[src/rtl/vga_pkg.sv]
// Shared VGA definitions for the receiver and the timing generator.
// Covers the lock state encoding, the colour width and the default 1024x768 timing.
package vga_pkg;

  typedef enum logic [1:0] {
    SEARCH,
    MEASURE,
    VERIFY,
    LOCKED
  } rxState_e;

  localparam int COLOR_W         = 12;
  localparam int DEF_CW          = 12;
  localparam int DEF_H_ACTIVE    = 1024;
  localparam int DEF_H_BP        = 144;
  localparam int DEF_V_ACTIVE    = 768;
  localparam int DEF_V_BP        = 29;
  localparam int DEF_LOCK_FRAMES = 2;

endpackage

[src/rtl/vga_sync_edge.sv]
// Falling/rising edge detector for one active-low sync line; edges are combinational from the sampled level.
// With VGA_RX_INPUT_SYNC_EN defined, the line first passes two flop stages. There is no backpressure.
module vga_sync_edge (
  input  logic clk,
  input  logic rst,
  input  logic syncN,
  output logic fall,
  output logic rise
);

  logic level;
  logic prevLevel;

`ifdef VGA_RX_INPUT_SYNC_EN
  logic [1:0] syncPipe;

  always_ff @(posedge clk) begin
    if (rst) syncPipe <= 2'b11;
    else     syncPipe <= {syncPipe[0], syncN};
  end

  assign level = syncPipe[1];
`else
  assign level = syncN;
`endif

  // Idle-high reset value keeps reset from manufacturing a false edge.
  always_ff @(posedge clk) begin
    if (rst) prevLevel <= 1'b1;
    else     prevLevel <= level;
  end

  assign fall = prevLevel & ~level;
  assign rise = ~prevLevel & level;

endmodule

[src/rtl/vga_sync_receiver.sv]
// VGA sink: measures line and frame timing, locks on it and recovers pixel coordinates.
// Latency is 1 cycle, or 3 with VGA_RX_INPUT_SYNC_EN; it has no backpressure.
module vga_sync_receiver
  import vga_pkg::*;
#(
  parameter int CW          = DEF_CW,
  parameter int H_ACTIVE    = DEF_H_ACTIVE,
  parameter int H_BP        = DEF_H_BP,
  parameter int V_ACTIVE    = DEF_V_ACTIVE,
  parameter int V_BP        = DEF_V_BP,
  parameter int LOCK_FRAMES = DEF_LOCK_FRAMES
) (
  input  logic               clk,
  input  logic               rst,
  input  logic               hsync_n,
  input  logic               vsync_n,
  input  logic [COLOR_W-1:0] pixel_in,
  output logic [COLOR_W-1:0] pixel_out,
  output logic [CW-1:0]      pix_x,
  output logic [CW-1:0]      pix_y,
  output logic               pix_valid,
  output logic               frame_start,
  output logic               locked,
  output logic [CW-1:0]      h_total,
  output logic [CW-1:0]      v_total,
  output logic               err
);

  localparam logic [CW-1:0] CntMax    = '1;
  localparam logic [CW-1:0] One       = CW'(1);
  localparam logic [CW-1:0] HBeg      = CW'(H_BP);
  localparam logic [CW-1:0] HEnd      = CW'(H_BP + H_ACTIVE);
  localparam logic [CW-1:0] VBeg      = CW'(V_BP);
  localparam logic [CW-1:0] VEnd      = CW'(V_BP + V_ACTIVE);
  localparam logic [CW-1:0] MatchLock = CW'(LOCK_FRAMES + 1);

  logic hFall, hRise, vFall, vRise;
  logic [COLOR_W-1:0] pixSampled;

  vga_sync_edge uHsyncEdge (.clk(clk), .rst(rst), .syncN(hsync_n), .fall(hFall), .rise(hRise));
  vga_sync_edge uVsyncEdge (.clk(clk), .rst(rst), .syncN(vsync_n), .fall(vFall), .rise(vRise));

`ifdef VGA_RX_INPUT_SYNC_EN
  logic [COLOR_W-1:0] pixPipe0, pixPipe1;

  always_ff @(posedge clk) begin
    if (rst) begin
      pixPipe0 <= '0;
      pixPipe1 <= '0;
    end else begin
      pixPipe0 <= pixel_in;
      pixPipe1 <= pixPipe0;
    end
  end

  assign pixSampled = pixPipe1;
`else
  assign pixSampled = pixel_in;
`endif

  rxState_e state;
  logic [CW-1:0] hCnt, lCnt, hPos, vLine, matchCnt;
  logic [CW-1:0] lineSample, frameSample, hPosNow, vLineNow;
  logic hSat, lSat, hMis, vMis, lossNow, inActive, pixEn;

  assign hSat        = (hCnt == CntMax);
  assign lSat        = (lCnt == CntMax);
  assign lineSample  = hSat ? CntMax : hCnt + One;
  // A line that starts on the same edge as the frame belongs to the frame being closed.
  assign frameSample = lCnt + CW'(hFall);
  assign hPosNow     = hRise ? '0 : hPos + One;
  assign vLineNow    = vRise ? '0 : (hRise ? vLine + One : vLine);
  assign inActive    = (hPosNow >= HBeg) && (hPosNow < HEnd) &&
                       (vLineNow >= VBeg) && (vLineNow < VEnd);
  assign hMis        = hFall && (lineSample != h_total);
  assign vMis        = vFall && (frameSample != v_total);
  assign lossNow     = (state == LOCKED) && (hSat || lSat || hMis || vMis);
  assign pixEn       = (state == LOCKED) && !lossNow && inActive;

  always_ff @(posedge clk) begin
    if (rst) begin
      hCnt  <= '0;
      lCnt  <= '0;
      hPos  <= '0;
      vLine <= '0;
    end else begin
      hCnt <= hFall ? '0 : (hSat ? hCnt : hCnt + One);
      if (vFall)              lCnt <= '0;
      else if (hFall && !lSat) lCnt <= lCnt + One;
      hPos  <= hPosNow;
      vLine <= vLineNow;
    end
  end

  always_ff @(posedge clk) begin
    if (rst) begin
      pix_valid   <= 1'b0;
      pix_x       <= '0;
      pix_y       <= '0;
      pixel_out   <= '0;
      frame_start <= 1'b0;
    end else begin
      pix_valid   <= pixEn;
      pix_x       <= pixEn ? hPosNow - HBeg : '0;
      pix_y       <= pixEn ? vLineNow - VBeg : '0;
      pixel_out   <= pixEn ? pixSampled : '0;
      frame_start <= pixEn && (hPosNow == HBeg) && (vLineNow == VBeg);
    end
  end

  always_ff @(posedge clk) begin
    if (rst) begin
      state    <= SEARCH;
      h_total  <= '0;
      v_total  <= '0;
      matchCnt <= '0;
      locked   <= 1'b0;
      err      <= 1'b0;
    end else begin
      err <= 1'b0;
      case (state)
        SEARCH: if (vFall) state <= MEASURE;
        MEASURE: begin
          if (hSat || lSat) state <= SEARCH;
          else begin
            if (hFall) h_total <= lineSample;
            if (vFall) begin
              v_total  <= frameSample;
              matchCnt <= One;
              state    <= VERIFY;
            end
          end
        end
        VERIFY: begin
          if (hSat || lSat) state <= SEARCH;
          else if (hMis || vMis) begin
            // Restart measurement from this edge instead of waiting a whole frame.
            if (hFall) h_total <= lineSample;
            state <= MEASURE;
          end else if (vFall) begin
            if (matchCnt + One == MatchLock) begin
              state  <= LOCKED;
              locked <= 1'b1;
            end else begin
              matchCnt <= matchCnt + One;
            end
          end
        end
        LOCKED: begin
          if (lossNow) begin
            state  <= SEARCH;
            locked <= 1'b0;
            err    <= 1'b1;
          end
        end
        default: state <= SEARCH;
      endcase
    end
  end

endmodule

[config.mk]
export PLATFORM = sky130hd
export DESIGN_NAME = vga_sync_receiver
export DESIGN_NICKNAME = d
export VERILOG_FILES = /design/src/rtl/vga_pkg.sv /design/src/rtl/vga_sync_edge.sv /design/src/rtl/vga_sync_receiver.sv
export SDC_FILE = /design/constraint.sdc
export NUM_CORES = 1
export LEC_CHECK = 0
export CORE_ASPECT_RATIO = 0.75
export CORE_UTILIZATION = 50
export CTS_BUF_LIST = sky130_fd_sc_hd__clkbuf_2
export CTS_CLUSTER_SIZE = 25
export DETAILED_ROUTE_END_ITERATION = 12
export PLACE_DENSITY = 0.72
export SYNTH_ARGS = -nofsm -noshare
export SYNTH_HDL_FRONTEND = slang
export SYNTH_HIERARCHICAL = 1
export SYNTH_SLANG_ARGS = --single-unit
[constraint.sdc]
create_clock -name clk -period 4.3 [get_ports clk]
set_input_delay 0.43 -clock clk [delete_from_list [all_inputs] [get_ports clk]]
set_output_delay 0.43 -clock clk [all_outputs]
set_load 0.005 [all_outputs]
==> results of run 1 <==
critical path, cell delays in order (launching register included):
cell       delay, ns
dfxtp_1         0.52
ha_1            0.29
nand3_2         0.17
o41a_1          0.47
a2111oi_2       0.37
o2111ai_1       0.18
or4_1           0.70
o21ai_4         0.42
nand4_2         0.18
buf_4           0.28
nor3_1          0.24
kinds of logic (layout without fill, tap and decap cells):
| family | count (synthesis) | count (layout) | share of synthesized area |
|---|---|---|---|
| AO/OA/AOI/OAI | 145 | 145 | 0.149 |
| flip-flops | 128 | 128 | 0.363 |
| multiplexers | 22 | 22 | 0.0321 |
| XOR/XNOR | 69 | 69 | 0.0875 |
| adder cells (fa/ha/maj) | 12 | 12 | 0.0213 |
| AND/OR/NAND/NOR | 368 | 368 | 0.294 |
| buffers and inverters | 90 | 163 | 0.0526 |
layout make-up:
type | count | share of cell area
repair buffers | 94 | 0.110
flip-flops and latches | 128 | 0.310
clock inverters | 15 | 0.0253
clock buffers | 17 | 0.0103
multi-input cells | 616 | 0.501
inverters | 37 | 0.0168
well taps | 175 | 0.0265
layout by cell type, fill, tap and decap left out, types with 9 or more instances in the layout:
| master | n |
|---|---|
| o22ai_1 | 9 |
| nor2_1 | 85 |
| or3_1 | 11 |
| nor2b_1 | 15 |
| nand4_1 | 25 |
| nor4_1 | 11 |
| dfxtp_1 | 128 |
| nand2_1 | 36 |
| nor3b_2 | 11 |
| xor2_1 | 20 |
| mux2i_1 | 17 |
| and3_1 | 17 |
| nand2b_1 | 10 |
| xnor2_1 | 48 |
| buf_4 | 14 |
| clkbuf_2 | 17 |
| clkdlybuf4s50_1 | 78 |
| ha_1 | 12 |
| nor3_1 | 46 |
| inv_1 | 36 |
| a21oi_1 | 26 |
| nand3_1 | 38 |
| a211oi_1 | 14 |
| a31oi_1 | 9 |
| o21ai_0 | 22 |
| and4_1 | 10 |
metal layers:
metal,vias up,GRT usage,wire length [um]
met2,226,0.383,7660
met4,0,0.0841,250
met3,28,0.0458,1010
met5,-,0,0
li1,3147,-,-
met1,2988,0.326,8100
worst min-delay path by stage:
stage	cells after the start	start	slack (ns)	end
detailed placement	2	hCnt[1]$_SDFFE_PP0N_	0.50	hCnt[1]$_SDFFE_PP0N_
floorplan	2	hCnt[1]$_SDFFE_PP0N_	0.47	hCnt[1]$_SDFFE_PP0N_
CTS	2	rst	0.11	vLine[11]$_SDFF_PP0_
global placement	2	hCnt[1]$_SDFFE_PP0N_	0.48	hCnt[1]$_SDFFE_PP0N_
global route	2	rst	0.09	vLine[11]$_SDFF_PP0_
finish	2	rst	0.16	vLine[11]$_SDFF_PP0_
report_power, final:
part / internal, W / switching (W) / total (W) / leakage, nW
registers: 0.00121 / 0.0000341 / 0.00124 / 1.03
logic: 0.000108 / 0.000120 / 0.000229 / 1.68
clock network: 0.000392 / 0.000505 / 0.000898 / 0.167
sequential cells by signal, summed over array words and instances (netlist names):
register,flops
h_total,12
hPos,12
uVsyncEdge/prevLevel,1
v_total,12
pixel_out,12
err,1
lCnt,12
matchCnt,12
pix_valid,1
locked,1
uHsyncEdge/prevLevel,1
pix_x,12
frame_start,1
state,2
hCnt,12
pix_y,12
vLine,12
per-stage QoR:
step	instances	instance area, um^2	total power, W	setup slack, ns
2_1_floorplan	834	7060	0.00141	0.872
3_3_place_gp	1050	7980	0.00149	0.287
3_5_place_dp	1050	7980	0.00149	0.0382
4_1_cts	1082	8270	0.00239	0.445
5_1_grt	1082	8270	0.00247	0.190
6_report	1082	8270	0.00237	0.384
==> flow_summary.yaml, run 1 <==
flow_run:
  maxCapViolations: 0
floorplan:
  die_x_um: 139
  start_util: 0.514
  core.rowCount: 37
  die_h_um: 105
  io_pins: 80
  die-area_mm2: 0.0146
  core_region_area_mm2: 0.0137
placed_design:
  gp_congestion: 0.927
  port_buffers: 79
  hpwl_um: 12500
clock_tree:
  tritoncts.num_buffers: 17
  clk_path_buf_depth: 2
  root_buffer: "clkbuf_2"
  post_cts_resized: 0
  hold_buffers: 0
  post_cts_buffers: 0
  clock-sinks: 128
  h-tree-depth: 4
  tritoncts: "yes"
  insertion_delay_ns: 0.69
  clk_pin_slew_ns: 0.23
finish:
  area_delta_synth_final_pct: 17.1
  drive_above_1_share: 0.104
  final-seq-area_mm2: 0.00256
  final_util: 0.601
  nFillCells: 1158
  multi_input_area_mm2: 0.00414
  nets: 922
  num_antenna_cells: 0
sta:
  fmax_mhz: 255
  holdWs_ns: 0.162
  finClkSkew_ns: 0.0385
  finalCritPeriodShare: 0.911
  relSlewSlack: 0.375
  setup_viol: 0
  fin_setup_tns_ns: 0
  worst_pin_slew_ns: 0.929
  fin_crit_ns: 3.92
  hold_viol: 0
  rsz0062_at_grt: "false"
  drv_slew: 0
synth:
  synth-edff-count: 0
  synth.ff_latch_count: 128
  yosysMostFrequentCell: "dfxtp_1"
  synth_cells: 834
  synth_warnings: 6
  yosys.area.top_type: "dfxtp_1"
  yosysSeqAreaShare: 0.363
  synthFlopType: "dfxtp_1"
  yosysUniqueCellTypes: 78
  synth_top_area_frac: 0.363
  synth_fp_nets: 862
  synth_area_leaders: "dfxtp_1 36%, xnor2_1 6.0%, nor2_1 4.5%"
  synthArstFlopShare: 0
  syn_area_per_cell_um2: 8.47
  synth_area_mm2: 0.00706
  synth_common_cells: "128 x dfxtp_1, 85 x nor2_1, 48 x xnor2_1, 46 x nor3_1, 39 x clkbuf_1"
critical_path:
  cp-end-kind: "flip-flop"
  cp.arrival_ns: 4.50
  path_max_fanout: 25
  required_ns: 4.89
  rr_endpoint: "pix_y[2]$_SDFF_PP0_"
  reg2reg_depth: 10
  crit_end: "pix_y[2]$_SDFF_PP0_"
  setup.worst_path.start: "hCnt[0]$_SDFFE_PP0N_"
  path_class: "flip-flop to flip-flop"
  reg2reg_slack_ns: 0.38
  r2r-start: "hCnt[0]$_SDFFE_PP0N_"
  cp-start-kind: "flip-flop"
drt:
  ant_nets: 0
  first_pass_iters: 12
  post-route-drc-count: 11
  wl_um: 17000
  drtIter0Drc: 535
  num_vias: 6389
  viasPerCell: 5.90
  wire_per_inst_um: 15.7
power_and_ir_drop:
  cellLeakagePower_nw: 2.88
  vdd_drop_max_v: 0.000147
  power_density_mw_per_mm2: 287
global_route:
  antenna_found_initial: 0
  grt_pass1_vias: 5941
  overflow: 0
  grt_use_total: 0.241
  grt_max_degree: 39
  grt_pass1_wl_um: 28700
worst_hold_path:
  hold_class: "input pin to flip-flop"
run_status:
  status: "finished, violations left"
  violations: "design-rule violations"
No activity file was read; power rests on OpenSTA's default activity.
==> run 2: changes to the inputs <==
--- a/config.mk
+++ b/config.mk
@@ -5,6 +5,7 @@
 export SDC_FILE = /design/constraint.sdc
 export NUM_CORES = 1
 export LEC_CHECK = 0
+export ABC_CLOCK_PERIOD_IN_PS = 4300
 export CORE_ASPECT_RATIO = 0.75
 export CORE_UTILIZATION = 50
 export CTS_BUF_LIST = sky130_fd_sc_hd__clkbuf_2
==> results of run 2 <==
The final DEF is identical to that of run 1; final timing and power are the same.
